===== config.mk =====
export PLATFORM = sky130hd
export DESIGN_NAME = codec_adc_capture
export DESIGN_NICKNAME = d
export VERILOG_FILES = /design/src/rtl/codec_adc_capture_pkg.sv /design/src/rtl/codec_adc_capture_rx_shifter.sv /design/src/rtl/codec_adc_capture.sv
export SDC_FILE = /design/constraint.sdc
export NUM_CORES = 1
export LEC_CHECK = 0
export CAP_MARGIN = 20
export CORE_MARGIN = 3
export CORE_UTILIZATION = 48
export CTS_CLUSTER_DIAMETER = 120
export DETAILED_ROUTE_END_ITERATION = 7
export PLACE_DENSITY_LB_ADDON = 0.3
export SYNTH_ARGS = -nofsm -noshare
export SYNTH_HDL_FRONTEND = slang
export SYNTH_SLANG_ARGS = --single-unit

===== constraint.sdc =====
create_clock -name clk -period 2.15 [get_ports clk]
set_clock_uncertainty 0.05 [all_clocks]
set_input_delay 0.43 -clock clk [delete_from_list [all_inputs] [get_ports clk]]
set_output_delay 0.43 -clock clk [all_outputs]
set_load 0.02 [all_outputs]

===== src/rtl/codec_adc_capture_pkg.sv =====
// Shared constants, state encoding and helpers for the codec ADC capture path.
// Samples are stored low byte first, matching WAV PCM.
package capture_pkg;

    localparam int CAPTURE_SAMPLE_BITS = 16;
    localparam int BIT_CNT_BITS        = $clog2(CAPTURE_SAMPLE_BITS);
    localparam bit BYTE_ORDER_LE       = 1'b1;

    typedef logic [2:0] capture_state_t;

    localparam capture_state_t ST_IDLE       = 3'd0;
    localparam capture_state_t ST_WAIT_FRAME = 3'd1;
    localparam capture_state_t ST_SHIFT      = 3'd2;
    localparam capture_state_t ST_WRITE_LO   = 3'd3;
    localparam capture_state_t ST_WRITE_HI   = 3'd4;
    localparam capture_state_t ST_HOLD       = 3'd5;

    // Magnitude of a two's-complement sample; -32768 saturates to 32767.
    function automatic logic [15:0] sat_abs(input logic [15:0] s);
        if (s == 16'h8000) return 16'h7FFF;
        else if (s[15])    return ~s + 16'd1;
        else               return s;
    endfunction

endpackage


===== src/rtl/codec_adc_capture_rx_shifter.sv =====
// i2s_rx_shifter: synchronizes the codec BCLK/LRCK/DATA pins, detects edges and
// assembles one 16-bit word per LRCK phase, MSB on the first BCLK rise after the edge.
module i2s_rx_shifter
    import capture_pkg::*;
(
    input  logic                           clk,
    input  logic                           rst_n,
    input  logic                           aud_bclk_i,
    input  logic                           aud_adclrck_i,
    input  logic                           aud_adcdat_i,
    output logic                           lrck_fall_o,
    output logic                           sample_valid_o,
    output logic [CAPTURE_SAMPLE_BITS-1:0] sample_o,
    output logic                           sample_is_right_o
);
    localparam logic [BIT_CNT_BITS-1:0] LAST_BIT = BIT_CNT_BITS'(CAPTURE_SAMPLE_BITS - 1);

    logic [1:0]                     r_bclk_sync;
    logic [1:0]                     r_lrck_sync;
    logic [1:0]                     r_dat_sync;
    logic                           r_bclk_prev;
    logic                           r_lrck_prev;
    logic                           r_bclk_rise;
    logic                           r_lrck_edge;
    logic                           r_lrck_level;
    logic                           r_dat_bit;
    logic [CAPTURE_SAMPLE_BITS-2:0] r_shift;
    logic [BIT_CNT_BITS-1:0]        r_bit_cnt;
    logic                           r_active;
    logic                           r_is_right;
    logic                           w_last_bit;

    // Edge pulses are registered so BCLK reaches the shift logic 3 clk after the pin.
    always_ff @(posedge clk or negedge rst_n) begin
        if (!rst_n) begin
            r_bclk_sync  <= '0;
            r_lrck_sync  <= '0;
            r_dat_sync   <= '0;
            r_bclk_prev  <= 1'b0;
            r_lrck_prev  <= 1'b0;
            r_bclk_rise  <= 1'b0;
            r_lrck_edge  <= 1'b0;
            r_lrck_level <= 1'b0;
            r_dat_bit    <= 1'b0;
        end else begin
            // NOTE: non-blocking assignments so every flop samples the pre-edge values.
            r_bclk_sync  <= {r_bclk_sync[0], aud_bclk_i};
            r_lrck_sync  <= {r_lrck_sync[0], aud_adclrck_i};
            r_dat_sync   <= {r_dat_sync[0], aud_adcdat_i};
            r_bclk_prev  <= r_bclk_sync[1];
            r_lrck_prev  <= r_lrck_sync[1];
            r_bclk_rise  <= r_bclk_sync[1] & ~r_bclk_prev;
            r_lrck_edge  <= r_lrck_sync[1] ^ r_lrck_prev;
            r_lrck_level <= r_lrck_sync[1];
            r_dat_bit    <= r_dat_sync[1];
        end
    end

    assign w_last_bit = r_bclk_rise & r_active & ~r_lrck_edge & (r_bit_cnt == LAST_BIT);

    // Any LRCK edge realigns the word, so a stray partial word never leaks into the next.
    always_ff @(posedge clk or negedge rst_n) begin
        if (!rst_n) begin
            r_shift    <= '0;
            r_bit_cnt  <= '0;
            r_active   <= 1'b0;
            r_is_right <= 1'b0;
        end else if (r_lrck_edge) begin
            r_bit_cnt  <= '0;
            r_active   <= 1'b1;
            r_is_right <= r_lrck_level;
        end else if (r_bclk_rise && r_active) begin
            r_shift   <= {r_shift[CAPTURE_SAMPLE_BITS-3:0], r_dat_bit};
            r_bit_cnt <= r_bit_cnt + 1'b1;
            if (w_last_bit) r_active <= 1'b0;
        end
    end

    assign lrck_fall_o       = r_lrck_edge & ~r_lrck_level;
    assign sample_valid_o    = w_last_bit;
    assign sample_o          = {r_shift, r_dat_bit};
    assign sample_is_right_o = r_is_right;

endmodule


===== src/rtl/codec_adc_capture.sv =====
// codec_adc_capture: writes captured ADC samples as little-endian PCM into a RAM double
// buffer with full/ack handshake. Define CAPTURE_PEAK_METER_EN to build the peak meter.
module codec_adc_capture
    import capture_pkg::*;
#(
    parameter int BUFFER_ADDR_BITS = 9,
    parameter int SAMPLE_BITS      = 16
) (
    input  logic                        clk,
    input  logic                        rst_n,
    input  logic                        capture_enable_i,
    input  logic                        capture_stereo_i,
    input  logic                        aud_bclk_i,
    input  logic                        aud_adclrck_i,
    input  logic                        aud_adcdat_i,
    output logic [BUFFER_ADDR_BITS-1:0] buffer_addr_o,
    output logic                        buffer_sel_o,
    output logic                        buffer_wren_o,
    output logic [7:0]                  buffer_data_o,
    output logic                        buffer_full_o,
    input  logic                        buffer_full_ack_i,
    output logic                        overrun_o,
    output logic [15:0]                 peak_o
);
    localparam logic [BUFFER_ADDR_BITS-1:0] ADDR_LAST = '1;
    localparam logic [BUFFER_ADDR_BITS-1:0] ADDR_ONE  = BUFFER_ADDR_BITS'(1);

    capture_state_t                r_state;
    logic [BUFFER_ADDR_BITS-1:0]   r_addr;
    logic                          r_sel;
    logic                          r_full;
    logic                          r_overrun;
    logic                          r_stereo;
    logic [SAMPLE_BITS-1:0]        r_sample;

    logic                          w_lrck_fall;
    logic                          w_sample_valid;
    logic [CAPTURE_SAMPLE_BITS-1:0] w_sample;
    logic                          w_sample_is_right;
    logic                          w_store;
    logic                          w_wrap;
    logic                          w_half_done;
    logic [7:0]                    w_byte;

    i2s_rx_shifter u_rx (
        .clk               (clk),
        .rst_n             (rst_n),
        .aud_bclk_i        (aud_bclk_i),
        .aud_adclrck_i     (aud_adclrck_i),
        .aud_adcdat_i      (aud_adcdat_i),
        .lrck_fall_o       (w_lrck_fall),
        .sample_valid_o    (w_sample_valid),
        .sample_o          (w_sample),
        .sample_is_right_o (w_sample_is_right)
    );

    assign w_store     = capture_enable_i && (r_state == ST_SHIFT) && w_sample_valid
                         && (r_stereo || !w_sample_is_right);
    assign w_wrap      = (r_state == ST_WRITE_HI) && (r_addr == ADDR_LAST);
    assign w_half_done = capture_enable_i && w_wrap;

    always_ff @(posedge clk or negedge rst_n) begin
        if (!rst_n) begin
            r_state   <= ST_IDLE;
            r_addr    <= '0;
            r_sel     <= 1'b0;
            r_full    <= 1'b0;
            r_overrun <= 1'b0;
            r_stereo  <= 1'b0;
            r_sample  <= '0;
        end else begin
            // The ack is applied first; a wrap in the same cycle may set full again below.
            if (buffer_full_ack_i) r_full <= 1'b0;

            if (!capture_enable_i) begin
                r_state   <= ST_IDLE;
                r_addr    <= '0;
                r_overrun <= 1'b0;
            end else begin
                case (r_state)
                    ST_IDLE: begin
                        r_state  <= ST_WAIT_FRAME;
                        r_stereo <= capture_stereo_i;
                        r_addr   <= '0;
                    end
                    ST_WAIT_FRAME: begin
                        if (w_lrck_fall) r_state <= ST_SHIFT;
                    end
                    ST_SHIFT: begin
                        if (w_store) begin
                            r_sample <= w_sample;
                            r_state  <= ST_WRITE_LO;
                        end
                    end
                    ST_WRITE_LO: begin
                        r_addr  <= r_addr + ADDR_ONE;
                        r_state <= ST_WRITE_HI;
                    end
                    ST_WRITE_HI: begin
                        if (!w_wrap) begin
                            r_addr  <= r_addr + ADDR_ONE;
                            r_state <= ST_SHIFT;
                        end else if (!r_full || buffer_full_ack_i) begin
                            r_full  <= 1'b1;
                            r_sel   <= ~r_sel;
                            r_addr  <= '0;
                            r_state <= ST_SHIFT;
                        end else begin
                            r_overrun <= 1'b1;
                            r_state   <= ST_HOLD;
                        end
                    end
                    ST_HOLD: begin
                        // Resume on a left frame so stereo pairs stay aligned in the new half.
                        if (buffer_full_ack_i) begin
                            r_sel   <= ~r_sel;
                            r_addr  <= '0;
                            r_state <= ST_WAIT_FRAME;
                        end
                    end
                    default: r_state <= ST_IDLE;
                endcase
            end
        end
    end

    always_comb begin
        // NOTE: default assignment first keeps this combinational block latch-free.
        w_byte = '0;
        if (r_state == ST_WRITE_LO)
            w_byte = BYTE_ORDER_LE ? r_sample[7:0] : r_sample[15:8];
        else if (r_state == ST_WRITE_HI)
            w_byte = BYTE_ORDER_LE ? r_sample[15:8] : r_sample[7:0];
    end

    assign buffer_addr_o = r_addr;
    assign buffer_sel_o  = r_sel;
    assign buffer_wren_o = (r_state == ST_WRITE_LO) || (r_state == ST_WRITE_HI);
    assign buffer_data_o = w_byte;
    assign buffer_full_o = r_full;
    assign overrun_o     = r_overrun;

`ifdef CAPTURE_PEAK_METER_EN
    logic [15:0] r_peak;
    logic [15:0] w_sample_abs;

    assign w_sample_abs = sat_abs(w_sample);

    always_ff @(posedge clk or negedge rst_n) begin
        if (!rst_n)                                 r_peak <= '0;
        else if (w_half_done)                       r_peak <= '0;
        else if (w_store && w_sample_abs > r_peak)  r_peak <= w_sample_abs;
    end

    assign peak_o = r_peak;
`else
    assign peak_o = '0;
`endif

endmodule


# Word level (Yosys, flattened, before mapping)
# Cells that the tools add are included.
# totals
wordCells,103
latch_bits,0
romBits,0
reg_bits,64
out_inout_bits,37
n_memories,0
ramBits,0
# classes
shift,0
muxes,32
mul,0
bitwise_logic,10
n_addsub,2
n_reduce_logical,22
n_div,0
magnitude_cmp,0
n_eq_ne,18
# ops
operator,n
9-bit two-way mux,4
9-bit case mux with 4 select lines,1
3-bit two-way mux,6
3-bit case mux with 6 select lines,1
8-bit two-way mux,2
1-bit two-way mux,15
3-bit AND reduction,4
"9-bit by 1-bit adder with 9-bit output, second input constant",1
"9-bit equality test, second input constant",1
4-bit two-way mux,2
"2-bit inequality test, second input constant",4
"3-bit by 2-bit equality test with 1-bit output, second input constant",2
"3-bit equality test, second input constant",2
"3-bit inequality test, second input constant",2
2-bit AND reduction,3
2-bit nonzero test,3
1-bit bitwise AND,5
1-bit logical AND,5
"5-bit by 1-bit inequality test with 1-bit output, second input constant",1
5-bit AND reduction,1
"4-bit by 1-bit adder with 4-bit output, second input constant",1
"4-bit equality test, second input constant",1
"2-bit by 1-bit inequality test with 1-bit output, second input constant",2
"4-bit inequality test, second input constant",1
other kinds (8),14

# Longest topological paths before layout
# depth
ltp_word,8
depth_mapped,9
ltp_nobuf,9

# Hierarchy
# Synthesis repeated with hierarchy kept, for this count alone.
# hier_totals
hier_cells,236
area_unflattened_um2,3037.9
# by_module_without_submodules
mod,cells_each,area_per_inst_um2,instances
codec_adc_capture,162,1838.0,1
i2s_rx_shifter,74,1199.9,1

# Least setup slack after synthesis
# Ideal clock, no wire load.
# synth_path
path_kind,flip-flop to flip-flop
from,"reg r_addr[0], in the netlist buffer_addr_o[0]"
to,"reg r_addr[0], in the netlist buffer_addr_o[0]"
path_buffers,0
stages_incl_launch_ff,10
slack_ns,-0.260
setup_ns,0.067
arrival_time_ns,2.293
cell_sequence,dfrtp_1 -> ha_1 -> nand3_1 -> nor2_1 -> and3_1 -> ha_1 -> and3b_1 -> nand2_1 -> a221oi_2 -> mux2_2
# synth_via
elab_chain_len,5
elab_cells_between_ends,8
classes_between,add/sub: 1; eq/ne: 2; mux: 3; reduce/logical: 2
# synth_rtl
item,line_no,rtl
start: declaration,codec_adc_capture.sv:29,logic [BUFFER_ADDR_BITS-1:0] r_addr;
start signal: assignment,codec_adc_capture.sv:96,r_addr <= r_addr + ADDR_ONE;
start signal: assignment,codec_adc_capture.sv:101,r_addr <= r_addr + ADDR_ONE;
"parallel branches: the longest is 5 deep, another holds 9-bit by 1-bit adder with 9-bit output",n/a,
# Several ways; the timed one is not identified.
# A chain may end at the register's enable or synchronous reset.

# Final worst setup path
# layout_path
from,"reg r_addr[0], in the netlist buffer_addr_o[0]"
to,"reg r_addr[5], in the netlist buffer_addr_o[5]"
# Same word-level chain as after synthesis.

==> impl_metrics.py <==
metrics = {
    "sta": {
        "timing.final.ws_setup_ns": 0.008963,
        "finalCritPeriodShare_pct": 99.58,
        "slew_viol_final": 0,
        "slew_headroom_pct": 66.49,
        "tightestPinTransition_ns": 0.5027,
        "hold_violations": 0,
        "period_minus_slack_ns": 2.141,
        "rsz0062_at_grt": "true",
        "setup_viol": 0,
        "fmax_mhz": 467.1,
    },
    "place": {
        "io_buffers": 28,
        "place_hpwl_um": 3585,
        "gp_congestion": 0.8118,
        "pre_cts_slack_ns": -0.04539,
        "placed_cells": 334,
        "dpl_cell_area_sq_um": 3374,
    },
    "global_routing": {
        "antenna_found_initial": 0,
        "grt_overflow": 0,
        "grt_usage_pct": 15.93,
        "grt_max_degree": 45,
        "grt_pass1_wl_um": 8873,
        "grt_pass1_vias": 1826,
    },
    "clock_tree": {
        "clk_path_buf_depth": 2,
        "cts_buffers": 9,
        "clock_latency_ns": 0.33,
        "clk_pin_slew_ns": 0.07,
        "cts_tree": "built",
        "clkSinkCount": 64,
        "h-tree-depth": 3,
        "cts_root_buffer": "clkbuf_8",
        "cts_hold_buf": 0,
    },
    "floorplan": {
        "dieArea_sq_um": 7019,
        "start_util_pct": 51.17,
        "num_rows": 27,
        "die_y_um": 83.78,
        "die-width_um": 83.78,
        "ios": 45,
        "fp.coreArea_sq_um": 5675,
    },
    "detailed_routing": {
        "drt-pass1-iter-count": 4,
        "drc": 0,
        "initialDrtViolationCount": 162,
        "wire_per_inst_um": 15.39,
        "routed_wl_um": 5462,
        "via_count": 1885,
        "viasPerCell": 5.310,
        "ant_nets": 0,
    },
    "synthesis": {
        "yosysTopAreaCell": "dfrtp_1",
        "synth_top_family_by_area": "multiplexers",
        "synth_compound_area_share_pct": 9.479,
        "ys_seq_area_share_pct": 55.15,
        "synth_area_sq_um": 2904,
        "synthMuxAreaShare_pct": 14.82,
        "synth-edff-count": 0,
        "syn_inst": 222,
        "ys_top_cells_by_area": "dfrtp_1 (55%), mux2_2 (9.3%), mux2_4 (5.2%), buf_4 (4.1%), a22o_1 (3.3%)",
        "synth_xor_area_share_pct": 1.508,
        "synth_top_cell_area_share_pct": 55.15,
        "synth_cell_types": 49,
        "yosys.area_share.simple_pct": 11.33,
        "synthAdderAreaFrac_pct": 1.293,
        "synth_area_per_cell_sq_um": 13.08,
        "synthArstFlopShare_pct": 100.0,
        "synth_warnings": 0,
        "synth_seq_cells": 64,
        "ys.flop_type": "dfrtp_1",
    },
    "cells_and_area": {
        "final_nets": 289,
        "multi_input_area_sq_um": 1266,
        "layout_commonest_cell": "dfrtp_1",
        "final_cells": 355,
        "n_fill_cell": 428,
        "syn_to_final_growth_pct": 26.02,
        "drive_above_1_share_pct": 36.75,
        "register_area_sq_um": 1604,
        "diodes": 0,
        "final_cell_mix": "dfrtp_1 (62), mux2_2 (23), buf_4 (22)",
        "final_cell_area_sq_um": 3660,
    },
    "setup_path": {
        "crit_fanout": 6,
        "critical_path_class": "reg -> reg",
        "critPathLaunchType": "flip-flop",
        "cp.arrival_ns": 2.36,
        "endpoint_kind": "flip-flop",
        "required_ns": 2.37,
    },
    "min_path": {
        "holdCritPathClass": "in -> async",
    },
    "run_status": {
        "status": "finished, final reports clean",
    },
    "power_and_ir_drop": {
        "power.leakage_nw": 1.756,
        "power_density_nw_per_um2": 771.6,
        "vdd_drop_max_v": 0.0005154,
    },
    "job": {
        "cap_violations": 0,
    },
}
[worst max-delay path, cell delays in order (launching register included)]
cell,delay (ns)
dfrtp_2,0.43
ha_4,0.17
nand3_4,0.09
nor2_4,0.04
and3_4,0.18
ha_4,0.16
nor4b_2,0.33
o21a_1,0.30
buf_4,0.17
a221o_1,0.15
[worst paths after layout]
path,startpoint,to,slack (ns),cells past startpoint
setup / recovery,buffer_addr_o[0],buffer_addr_o[5],0.009,9
hold / removal,rst_n,r_sample[2],0.01,1
setup reg to reg,buffer_addr_o[0],buffer_addr_o[5],0.009,9
hold reg to reg,u_rx.r_dat_sync[1],u_rx.r_dat_bit,0.30,0
max in group asynchronous,rst_n,u_rx.r_bit_cnt[3],1.44,2
min in group clk,u_rx.r_dat_sync[1],u_rx.r_dat_bit,0.30,0
[area by class of cell]
cell class,count,share of cell area (%)
inverter,3,0.3077
tap,72,2.462
clock inverter,2,1.026
clock buffer,14,4.444
multi-input combinational,146,34.60
sequential,64,43.83
timing repair buffer,54,13.33
[metrics by stage]
step           utilization (%)  TNS, ns  power, mW  hold slack (ns)
6_report                 64.48        0      2.824          0.01142
5_1_grt                  64.48  -0.2615      2.959          0.03979
4_1_cts                  63.60        0      2.842          0.01754
3_5_place_dp             59.46  -0.1458      1.788           0.2893
3_3_place_gp             59.46        0      1.774           0.2823
2_1_floorplan                -  -0.1098      1.660          0.08441
[kinds of logic (layout without fill, tap and decap cells)]
logic type,Yosys count,in the layout
compound gates,36,36
xor+xnor,5,5
fa+ha+maj,3,3
buf+inv,27,73
flops,64,64
mux,35,35
other cells,1,16
simple gates,51,51
[cell usage after synthesis, drive strengths merged, types with 2 or more instances]
| cell | count |
|---|---|
| nand3 | 7 |
| xor2 | 4 |
| a211o | 4 |
| a22o | 11 |
| nand4 | 2 |
| nor2 | 7 |
| ha | 3 |
| nand3b | 2 |
| nor3 | 4 |
| a21oi | 6 |
| mux2 | 34 |
| buf | 23 |
| o21ai | 6 |
| nor3b | 3 |
| dfrtp | 64 |
| and3b | 2 |
| nor2b | 2 |
| nand2 | 7 |
| nand2b | 3 |
| inv | 3 |
| and3 | 3 |
| a221o | 2 |
[what timing repair did]
item | 4_1_cts | 5_1_grt
gates resized for setup | 27 | 16
setup buffers | 1 | 3
gates cloned | 1 | 0
pin swaps | 1 | 7
endpoints found under the setup margin | 15 | 19
[report_power, final]
part | internal (mW) | switching [mW] | total (mW)
sequential | 1.32 | 0.0834 | 1.40
combinational | 0.195 | 0.191 | 0.385
clock | 0.601 | 0.437 | 1.04
[flip-flops by register name, indices dropped and copies added (netlist names), 2 cells and up]
| name | cells |
|---|---|
| buffer_addr_o | 9 |
| r_sample | 16 |
| r_state | 3 |
| u_rx.r_bclk_sync | 2 |
| u_rx.r_bit_cnt | 4 |
| u_rx.r_dat_sync | 2 |
| u_rx.r_lrck_sync | 2 |
| u_rx.r_shift | 15 |
[layer usage]
metal  share of wire (%)  wire (um)  track usage (%)  vias up
li1                    -          -                -      886
met2                  49       2657            25.09       48
met1                  45       2472            20.53      944
met4                 1.6         88            7.895        0
met3                 4.5        244            3.850        7
met5                   0          0                0        -
Power figures use the tool's default switching activity.
